==> src/rtl/board_score_keeper.sv <==
// Registered tic-tac-toe game state: X/O occupancy boards with validated one-hot
// cell writes, a move counter, and saturating two-digit BCD win counters per player.
module board_score_keeper (
  input  logic       clk_100MHz,
  input  logic       reset,
  input  logic [8:0] almacenar_x,
  input  logic [8:0] almacenar_o,
  input  logic       resetPosiciones,
  input  logic       resetScore,
  input  logic       inc_x_score,
  input  logic       inc_o_score,
  output logic [8:0] x,
  output logic [8:0] o,
  output logic [3:0] move_count,
  output logic       board_full,
  output logic [7:0] score_x,
  output logic [7:0] score_o,
  output logic       write_error
);

  localparam logic [3:0] MAX_MOVES = 4'd9;
  localparam logic [7:0] BCD_MAX   = 8'h99;

  // Command semantics: almacenar_x/almacenar_o carry no handshake. Every cycle a
  // nonzero vector is a write request that is consumed that cycle, accepted or not;
  // a rejected request produces exactly one write_error pulse the next cycle.

  logic [8:0] r_x;
  logic [8:0] r_o;
  logic [3:0] r_move_count;
  logic       r_board_full;
  logic       r_write_error;
  logic [7:0] r_score_x;
  logic [7:0] r_score_o;
  logic       r_prev_inc_x;
  logic       r_prev_inc_o;

  logic [8:0] w_occupied;
  logic [8:0] w_occupied_after_x;
  logic       w_x_req;
  logic       w_o_req;
  logic       w_x_onehot;
  logic       w_o_onehot;
  logic       w_x_accept;
  logic       w_o_accept;
  logic       w_x_reject;
  logic       w_o_reject;
  logic [3:0] w_moves_added;
  logic [3:0] w_move_sum;
  logic [3:0] w_move_next;
  logic       w_x_edge;
  logic       w_o_edge;

  function automatic logic f_is_onehot(input logic [8:0] v);
    f_is_onehot = (v != 9'd0) && ((v & (v - 9'd1)) == 9'd0);
  endfunction

  function automatic logic [7:0] f_bcd_inc(input logic [7:0] s);
    logic [7:0] res;
    if (s == BCD_MAX)
      res = s;
    else if (s[3:0] == 4'd9)
      res = {s[7:4] + 4'd1, 4'd0};
    else
      res = {s[7:4], s[3:0] + 4'd1};
    f_bcd_inc = res;
  endfunction

  always_comb begin
    w_occupied = r_x | r_o;
    w_x_req    = (almacenar_x != 9'd0);
    w_o_req    = (almacenar_o != 9'd0);
    w_x_onehot = f_is_onehot(almacenar_x);
    w_o_onehot = f_is_onehot(almacenar_o);
    w_x_accept = w_x_onehot && ((almacenar_x & w_occupied) == 9'd0);
    // X is resolved first, so an O write to the cell X takes this cycle is refused.
    w_occupied_after_x = w_occupied | (w_x_accept ? almacenar_x : 9'd0);
    w_o_accept = w_o_onehot && ((almacenar_o & w_occupied_after_x) == 9'd0);
    w_x_reject = w_x_req && !w_x_accept;
    w_o_reject = w_o_req && !w_o_accept;
    w_moves_added = {3'd0, w_x_accept} + {3'd0, w_o_accept};
    w_move_sum    = r_move_count + w_moves_added;
    w_move_next   = (w_move_sum > MAX_MOVES) ? MAX_MOVES : w_move_sum;
  end

  always_ff @(posedge clk_100MHz) begin
    if (reset) begin
      r_x           <= 9'd0;
      r_o           <= 9'd0;
      r_move_count  <= 4'd0;
      r_board_full  <= 1'b0;
      r_write_error <= 1'b0;
    end else if (resetPosiciones) begin
      r_x           <= 9'd0;
      r_o           <= 9'd0;
      r_move_count  <= 4'd0;
      r_board_full  <= 1'b0;
      r_write_error <= 1'b0;
    end else begin
      if (w_x_accept) r_x <= r_x | almacenar_x;
      if (w_o_accept) r_o <= r_o | almacenar_o;
      r_move_count  <= w_move_next;
      r_board_full  <= (w_move_next == MAX_MOVES);
      r_write_error <= w_x_reject || w_o_reject;
    end
  end

  always_comb begin
    w_x_edge = inc_x_score && !r_prev_inc_x;
    w_o_edge = inc_o_score && !r_prev_inc_o;
  end

  // Edge history tracks the inputs even while resetScore is held, so a held
  // inc_* is not counted again once the score clear is released.
  always_ff @(posedge clk_100MHz) begin
    if (reset) begin
      r_prev_inc_x <= 1'b0;
      r_prev_inc_o <= 1'b0;
      r_score_x    <= 8'd0;
      r_score_o    <= 8'd0;
    end else begin
      r_prev_inc_x <= inc_x_score;
      r_prev_inc_o <= inc_o_score;
      if (resetScore) begin
        r_score_x <= 8'd0;
        r_score_o <= 8'd0;
      end else begin
        if (w_x_edge) r_score_x <= f_bcd_inc(r_score_x);
        if (w_o_edge) r_score_o <= f_bcd_inc(r_score_o);
      end
    end
  end

  assign x           = r_x;
  assign o           = r_o;
  assign move_count  = r_move_count;
  assign board_full  = r_board_full;
  assign write_error = r_write_error;
  assign score_x     = r_score_x;
  assign score_o     = r_score_o;

endmodule

==> config.mk <==
export PLATFORM = sky130hd
export DESIGN_NAME = board_score_keeper
export DESIGN_NICKNAME = d
export VERILOG_FILES = /design/src/rtl/board_score_keeper.sv
export SDC_FILE = /design/constraint.sdc
export NUM_CORES = 1
export LEC_CHECK = 0
export CAP_MARGIN = 20
export CELL_PAD_IN_SITES_DETAIL_PLACEMENT = 1
export CELL_PAD_IN_SITES_GLOBAL_PLACEMENT = 2
export CORE_MARGIN = 10
export CORE_UTILIZATION = 30
export CTS_BUF_LIST = sky130_fd_sc_hd__clkbuf_4
export CTS_CLUSTER_DIAMETER = 150
export CTS_CLUSTER_SIZE = 40
export DETAILED_ROUTE_END_ITERATION = 7
export PLACE_DENSITY_LB_ADDON = 0.1
export RECOVER_POWER = 50
export SYNTH_ARGS = -nofsm -noshare
export SYNTH_HDL_FRONTEND = slang
export SYNTH_SLANG_ARGS = --single-unit
==> constraint.sdc <==
create_clock -name clk_100MHz -period 9.7 [get_ports clk_100MHz]
set_input_delay 1.94 -clock clk_100MHz [delete_from_list [all_inputs] [get_ports clk_100MHz]]
set_output_delay 1.94 -clock clk_100MHz [all_outputs]
set_load 0.01 [all_outputs]
==> flow_results.org, run 1 <==
** Status
- Result of the run :: completed

** Yosys
- Post-Synthesis Net Count :: 262
- Synth unique cells :: 50
- Post-synthesis cell count :: 232
- A synthesized cell averages 8.97 sq um.
- Post-synthesis cell type with the largest combined area :: dfxtp_1
- The Yosys step of the flow raised 0 warnings.
- In the post-synthesis netlist, the cell with the most instances is dfxtp_1.
- Counting flops with an async set or reset pin after synthesis yields a share of 0.
- Most numerous cell types in the synthesized netlist :: 42 x dfxtp_1, 31 x nor2_1, 19 x o21ai_0, 16 x a21oi_1, 9 x a22o_1
- Cell Area, Synth :: 2080 sq um
- Top area cells in the synthesized netlist :: dfxtp_1 40%, nor2_1 5.6%, o21ai_0 4.6%, a21oi_1 3.8%, a22o_1 3.8%
- In this run, synthesis inferred 0 flip-flops with an integrated enable.
- Proportion of netlist area held by the largest area contributor :: 0.404
- Number of storage elements in the synthesis netlist :: 42
- Register area share after synthesis :: 0.404
- Among all flip-flop cells after synthesis, the most frequent one is dfxtp_1.

** Clocking
- Buffers inserted to repair hold after CTS numbered 0.
- Number of sinks driven by the clock tree :: 42
- After clock tree synthesis, the repair step resized 0 gates.
- In this run, CTS created clock tree buffers numbering 5.
- CTS tree :: done
- CTS Root Buffer Type :: clkbuf_4
- For the worst-skew pair, the clock arrives at the later sink with an insertion delay of 0.36 ns.
- Clk slew on worst S/H paths :: 0.13 ns
- Maximum clock insertion buffer count :: 2
- The H-tree was split into 2 levels.
- Setup Fix Bufs, Post-CTS :: 0

** Global route
- Remaining global-route overflow :: 0
- The number of antenna violations at the first check in global routing is 0.
- First-pass GRT wire length :: 10700 um
- The number of global-route vias before repair came to 2106.
- Global Route Usage Sum :: 0.128
- Entering global routing, the biggest net connects 18 pins.

** Floorplan
- For this configuration, the core starts out at a cell density of 0.308.
- The die covers 10700 sq um.
- In this run the vertical extent of the chip is 103 um.
- From left edge to right edge, the die measures 103 um.
- Floorplan Core Area :: 6760 sq um
- During I/O placement, the number of pins put on the boundary was 64.
- The initialized floorplan defines 30 standard-cell rows.

** Detailed routing
- The first TritonRoute pass finished after 4 iterations.
- In this run the remaining antenna-violating nets after routing total 0.
- DRC :: 0
- The first routing iteration left 115 violations.
- The routed design has 6600 um of wire.
- Dividing the detail-routed wire length by the instance count gives 17.5 um.
- Detail-routed via count per cell :: 5.26
- Via count :: 1990

** Critical path
- Data arrival time of the critical path :: 5.39 ns
- STA classifies the critical path startpoint as a primary input.
- The worst setup path is captured at a flip-flop.
- In this run the register-to-register setup slack is 6.62 ns.
- By startpoint and endpoint, the worst setup path is classified as in2reg.
- At the worst endpoint, the required time is 9.97 ns.
- Largest fanout of any net on the critical path :: 10

** Timing
- The number of hold-slack violations in the final timing report was 0.
- Dividing the final minimum period by the clock period gives 0.528.
- In this run the tightest slew margin relative to its limit is 0.324.
- In the final timing run, aggregate negative setup slack is 0 ns.
- For the pin with the worst max-slew slack, the measured transition is 1.01 ns.
- Max-slew violations :: 0
- Setup violations remaining at the end of the flow were counted as 0.
- Unrepaired setup endpoints after global routing :: false
- Final Critical Period :: 5.12 ns
- Maximum clock frequency :: 195 MHz
- For the final database, setup skew stands at 0.0118 ns.
- Worst hold slack after final layout :: 0.520 ns

** Pwr
- Overall power consumption after layout is estimated at 0.330 mW.
- For this design the static power due to leakage is 1.06 nW.
- Power spread over the standard cell area amounts to 115 nW/um^2.
- Across the VDD grid, the largest voltage drop is 0.0473 mV.

** Final layout
- In the final design database the tool counted 327 nets.
- Ratio of cells with drive above 1 in the final layout :: 0.0772
- 0 antenna diodes ended up in the layout.
- Area grow syn2layout :: 38.1%
- Fraction of the core area covered by cells at the end of the flow :: 0.426
- Number of standard cells in the layout, taps in and fillers out :: 378
- FILL cells :: 806

** Place
- During placement, the flow inserted port buffers numbering 63.
- Dpl hpwl :: 5220 um
- Routability-driven placement finished with a final weighted congestion of 0.865.
- Counting tap cells, the placed design contains a total of 370 instances.

** Min path
- Worst Hold Class :: reg2reg

** Run
- Across the run, the number of max-cap violations was 0.
[layout make-up]
| cell class | instances | area [sq um] | area share |
|---|---|---|---|
| multi-input combinational | 180 | 1200 | 0.418 |
| tap | 80 | 100 | 0.0348 |
| timing repair buffer | 63 | 631 | 0.219 |
| inverter | 5 | 18.8 | 0.00653 |
| sequential | 42 | 841 | 0.292 |
| clock buffer | 6 | 45.0 | 0.0157 |
| clock inverter | 2 | 37.5 | 0.0131 |
[state kept, by name (all words and copies together), names as in the netlist]
| register | count |
|---|---|
| x | 9 |
| move_count | 4 |
| r_prev_inc_o | 1 |
| board_full | 1 |
| r_prev_inc_x | 1 |
| score_o | 8 |
| score_x | 8 |
| o | 9 |
| write_error | 1 |
[power by group]
part           internal (mW)  switching (mW)  leakage [nW]  total (mW)
combinational         0.0174          0.0199         0.677      0.0373
sequential             0.174         0.00137         0.339       0.176
clock                 0.0572          0.0601        0.0419       0.117
[logic make-up (layout without fill, tap and decap cells)]
logic type | after synthesis | after routing | synth area share
mux | 1 | 1 | 0.00541
buf+inv | 10 | 76 | 0.0186
xor+xnor | 12 | 12 | 0.0505
simple gates | 93 | 93 | 0.261
compound gates | 68 | 68 | 0.221
flops | 42 | 42 | 0.404
fa+ha+maj | 6 | 6 | 0.0397
[worst max-delay path, cell delays in order]
cell and delay, ns:
clkdlybuf4s50_1 0.53, or3_4 0.43, or4_1 0.40, a211o_1 0.41
nor3_4 0.46, inv_1 0.11, fa_1 0.37, inv_1 0.08
ha_1 0.16, xor2_1 0.17, nor2_1 0.08, a211oi_1 0.25
[routing by layer]
metal / routed length (um) / global-route usage / up-vias
li1: - / - / 989
met1: 2980 / 0.151 / 946
met2: 3110 / 0.213 / 47
met3: 406 / 0.0439 / 8
met4: 104 / 0.0417 / 0
met5: 0 / 0 / -
[through the flow]
step                      cell area, sq um  setup WS (ns)
after floorplan                       2080           5.10
after global placement                2790           4.33
after detailed placement              2790           4.19
after CTS                             2880           4.57
after global routing                  2880           4.38
final                                 2880           4.58
[layout by cell type, fill, tap and decap left out, types with 2 or more instances in the layout]
cell type        instances
and3_1                   2
o31ai_1                  3
xor2_1                   8
and3b_1                  2
inv_1                    5
nand4_1                  5
xnor2_1                  4
and2_1                   3
nor4bb_1                 2
or3_1                    2
nand3_1                  6
a22o_1                   9
clkdlybuf4s50_1         38
dlygate4sd3_1           25
o22a_1                   2
nor2b_1                  6
clkbuf_4                 6
a22oi_1                  2
o21ai_0                 19
ha_1                     5
nor3b_1                  6
nor4_2                   2
a21oi_1                 16
a211o_2                  2
nand2b_1                 2
o41ai_1                  2
or4_1                    2
nand2_1                  8
a211oi_1                 4
nor3_2                   2
dfxtp_1                 42
a221oi_1                 2
nor2_1                  31
nor3_1                   3
[worst paths after layout]
check / startpoint / depth (start not counted) / endpoint
max: almacenar_x[0] / 12 / board_full
min: score_x[3] / 2 / score_x[3]
max reg2reg: o[4] / 10 / board_full
min reg2reg: score_x[3] / 2 / score_x[3]
Power figures use the tool's default switching activity.
==> inputs of run 2 (changes only) <==
--- a/config.mk
+++ b/config.mk
@@ -9,7 +9,7 @@
 export CELL_PAD_IN_SITES_DETAIL_PLACEMENT = 1
 export CELL_PAD_IN_SITES_GLOBAL_PLACEMENT = 2
 export CORE_MARGIN = 10
-export CORE_UTILIZATION = 30
+export CORE_UTILIZATION = 25
 export CTS_BUF_LIST = sky130_fd_sc_hd__clkbuf_4
 export CTS_CLUSTER_DIAMETER = 150
 export CTS_CLUSTER_SIZE = 40
==> constraint.sdc (replaced) <==
create_clock -name clk_100MHz -period 4.6 [get_ports clk_100MHz]
set_input_delay 0.92 -clock clk_100MHz [delete_from_list [all_inputs] [get_ports clk_100MHz]]
set_output_delay 0.92 -clock clk_100MHz [all_outputs]
set_load 0.01 [all_outputs]
==> flow_results.org, run 2 (synthesized netlist as in run 1, its figures left out) <==
** Status
- The run finished with clean final reports.

** Timing
- Tightest Pin Transition :: 0.946 ns (-0.0649 ns)
- Derived from the worst setup path, the maximum achievable clock frequency is 250 MHz.
- The setup violation total in the final timing report came to 0 (unchanged).
- The setup TNS after final layout came to 0 ns (unchanged).
- Setup repair after global routing left no endpoint under its margin.
- Worst-case headroom to the max-slew limit :: 0.369 (+0.0458)
- The number of pins exceeding their max-slew limit in the final report came to 0 (unchanged).
- Final hold vios :: 0 (unchanged)
- Part of the cycle the worst path needs :: 0.871
- Subtracting the final worst setup slack from the clock period gives 4.00 ns.
- Skew final :: 0.0122 ns (+0.000416 ns)

** Detailed routing
- The detailed router's first-iteration violation count was 75 (-35%).
- Routed WL :: 6860 um (+3.9%)
- Via count :: 1995 (+0.25%)
- The post-detailed-route wirelength per cell came to 16.9 um (-3.3%).
- Detail-routed via count per cell :: 4.91 (-6.7%)
- The residual antenna-violating net count after detailed routing is 0 (unchanged).
- DRC :: 0 (unchanged)
- The number of iterations in the first detailed-routing pass came to 4 (unchanged).

** Floorplan
- Chip Height :: 111 um (+7.7%)
- The area enclosed by the die boundary is 12400 sq um (+16%).
- Horiz. Die Dim :: 111 um (+7.7%)
- Floorplan Core Area :: 8180 sq um (+21%)
- Floorplan row count :: 33 (+10%)
- Starting Density :: 0.255 (-0.0535)
- Number of ports placed on the die boundary :: 64 (unchanged)

** Clocking
- The post-cts repair resize count was 0 (unchanged).
- Clk slew on worst S/H paths :: 0.14 ns (about the same)
- CTS Hold Buffers Added :: 0 (unchanged)
- The later-pin clock latency in the skew report came to 0.35 ns (about the same).
- The number of clock buffers inserted by TritonCTS is 5 (unchanged).
- The total number of clock tree sinks was 42 (unchanged).
- The number of post-CTS setup repair buffers is 0 (unchanged).
- CTS Root Buffer Type :: clkbuf_4
- Number of levels the H-tree was split into :: 2 (unchanged)
- The deepest clock path buffer count came to 2 (unchanged).
- CTS tree :: done

** Place
- The half-perimeter wire length of the detailed placement result was 5460 um (+4.5%).
- Routability Congestion :: 0.762 (-12%)
- The count of input and output buffers was 63 (unchanged).

** Global route
- The largest net degree at the start of global routing was 18 (unchanged).
- The aggregate global-route resource usage came to 0.110 (-0.0179).
- Remaining global-route overflow :: 0 (unchanged)
- First-pass GRT wire length :: 11400 um (+6.0%)
- Initial antenna violation count :: 0 (unchanged)
- Number of global-route vias before repair :: 2119 (+0.62%)

** Critical path
- Critical path start-end classification :: in2reg
- The worst setup path is captured at a flip-flop.
- Required time worst endpoint :: 4.87 ns (-5.10 ns)
- Largest fanout of any net on the critical path :: 6 (-4)
- Data arrival time of the critical path :: 4.28 ns (-1.11 ns)
- Critical path startpoint category :: primary input

** Run
- The max-capacitance violation count is 0 (unchanged).

** Final layout
- The number of nets in the layout came to 330 (+0.92%).
- Most frequent cells in the layout :: 42 x dfxtp_1, 39 x clkdlybuf4s50_1, 31 x nor2_1
- The footprint of the multi-input gates was 1200 sq um (unchanged).
- Ratio of cells with drive above 1 in the final layout :: 0.0831 (+0.00588)
- The area growth from synthesis to layout is 39.3%.
- The fill cell total of the finished layout came to 967 (+20%).
- Antenna diode count :: 0 (unchanged)
- The fraction of the core area covered by cells at the end of the flow is 0.355 (-0.0708).
- The library cell used most frequently in the layout, excluding fill and tap cells, is dfxtp_1.
- The area occupied by registers was 841 sq um (unchanged).

** Pwr
- The largest vdd supply drop was 0.0779 mV (+65%).
- Leakage component of the power :: 1.06 nW (+0.18%)
- Power density of the placed cells :: 218 nW/um^2 (+90%)

** Min path
- Worst Hold Class :: reg2reg
run 2: power breakdown:
part           internal, mW  switching [mW]  total [mW]
sequential            0.367         0.00261       0.370
combinational        0.0382          0.0428      0.0810
clock                0.0570           0.126       0.183
total                 0.462           0.171       0.633
run 2: layer usage:
layer  track usage  vias up  share of wire  routed length (um)
li1              -      991              -                   -
met1         0.130      963           0.45                3090
met2         0.189       37           0.50                3430
met3        0.0335        4          0.042                 287
met4        0.0257        0         0.0070                  48
met5             0        -              0                   0
run 2: critical path, stage by stage:
cell	delay (ns)
clkdlybuf4s50_1	0.52
or4_1	0.68
or4_4	0.48
o21ai_2	0.08
o2111ai_2	0.19
nor2_1	0.13
o41ai_1	0.11
fa_1	0.42
inv_1	0.09
ha_1	0.17
xor2_1	0.19
nor2_1	0.08
a211oi_1	0.22
run 2: metrics by stage:
step / std cells / total power, mW / hold WS, ns / setup WS [ns] / instance area (sq um)
2_1_floorplan: 232 / 0.412 / 0.523 / 1.02 / 2080
5_1_grt: 406 / 0.674 / 0.561 / 0.376 / 2900
3_5_place_dp: 397 / 0.460 / 0.522 / 0.225 / 2840
6_report: 406 / 0.633 / 0.532 / 0.595 / 2900
4_1_cts: 405 / 0.652 / 0.542 / 0.606 / 2890
3_3_place_gp: 397 / 0.461 / 0.510 / 0.311 / 2840
run 2: path summary, 6_finish.rpt:
| check | start | endpoint | slack (ns) | depth (start not counted) |
|---|---|---|---|---|
| max | almacenar_o[2] | board_full | 0.60 | 13 |
| min | score_o[3] | score_o[3] | 0.53 | 2 |
| max reg2reg | o[4] | move_count[0] | 1.67 | 10 |
| min reg2reg | score_o[3] | score_o[3] | 0.53 | 2 |
run 2: area by class of cell:
class	instances	area share
inverter	5	0.00647
clock buffer	5	0.0129
tap	105	0.0453
clock inverter	3	0.00561
timing repair buffer	66	0.225
sequential	42	0.290
multi-input combinational	180	0.415
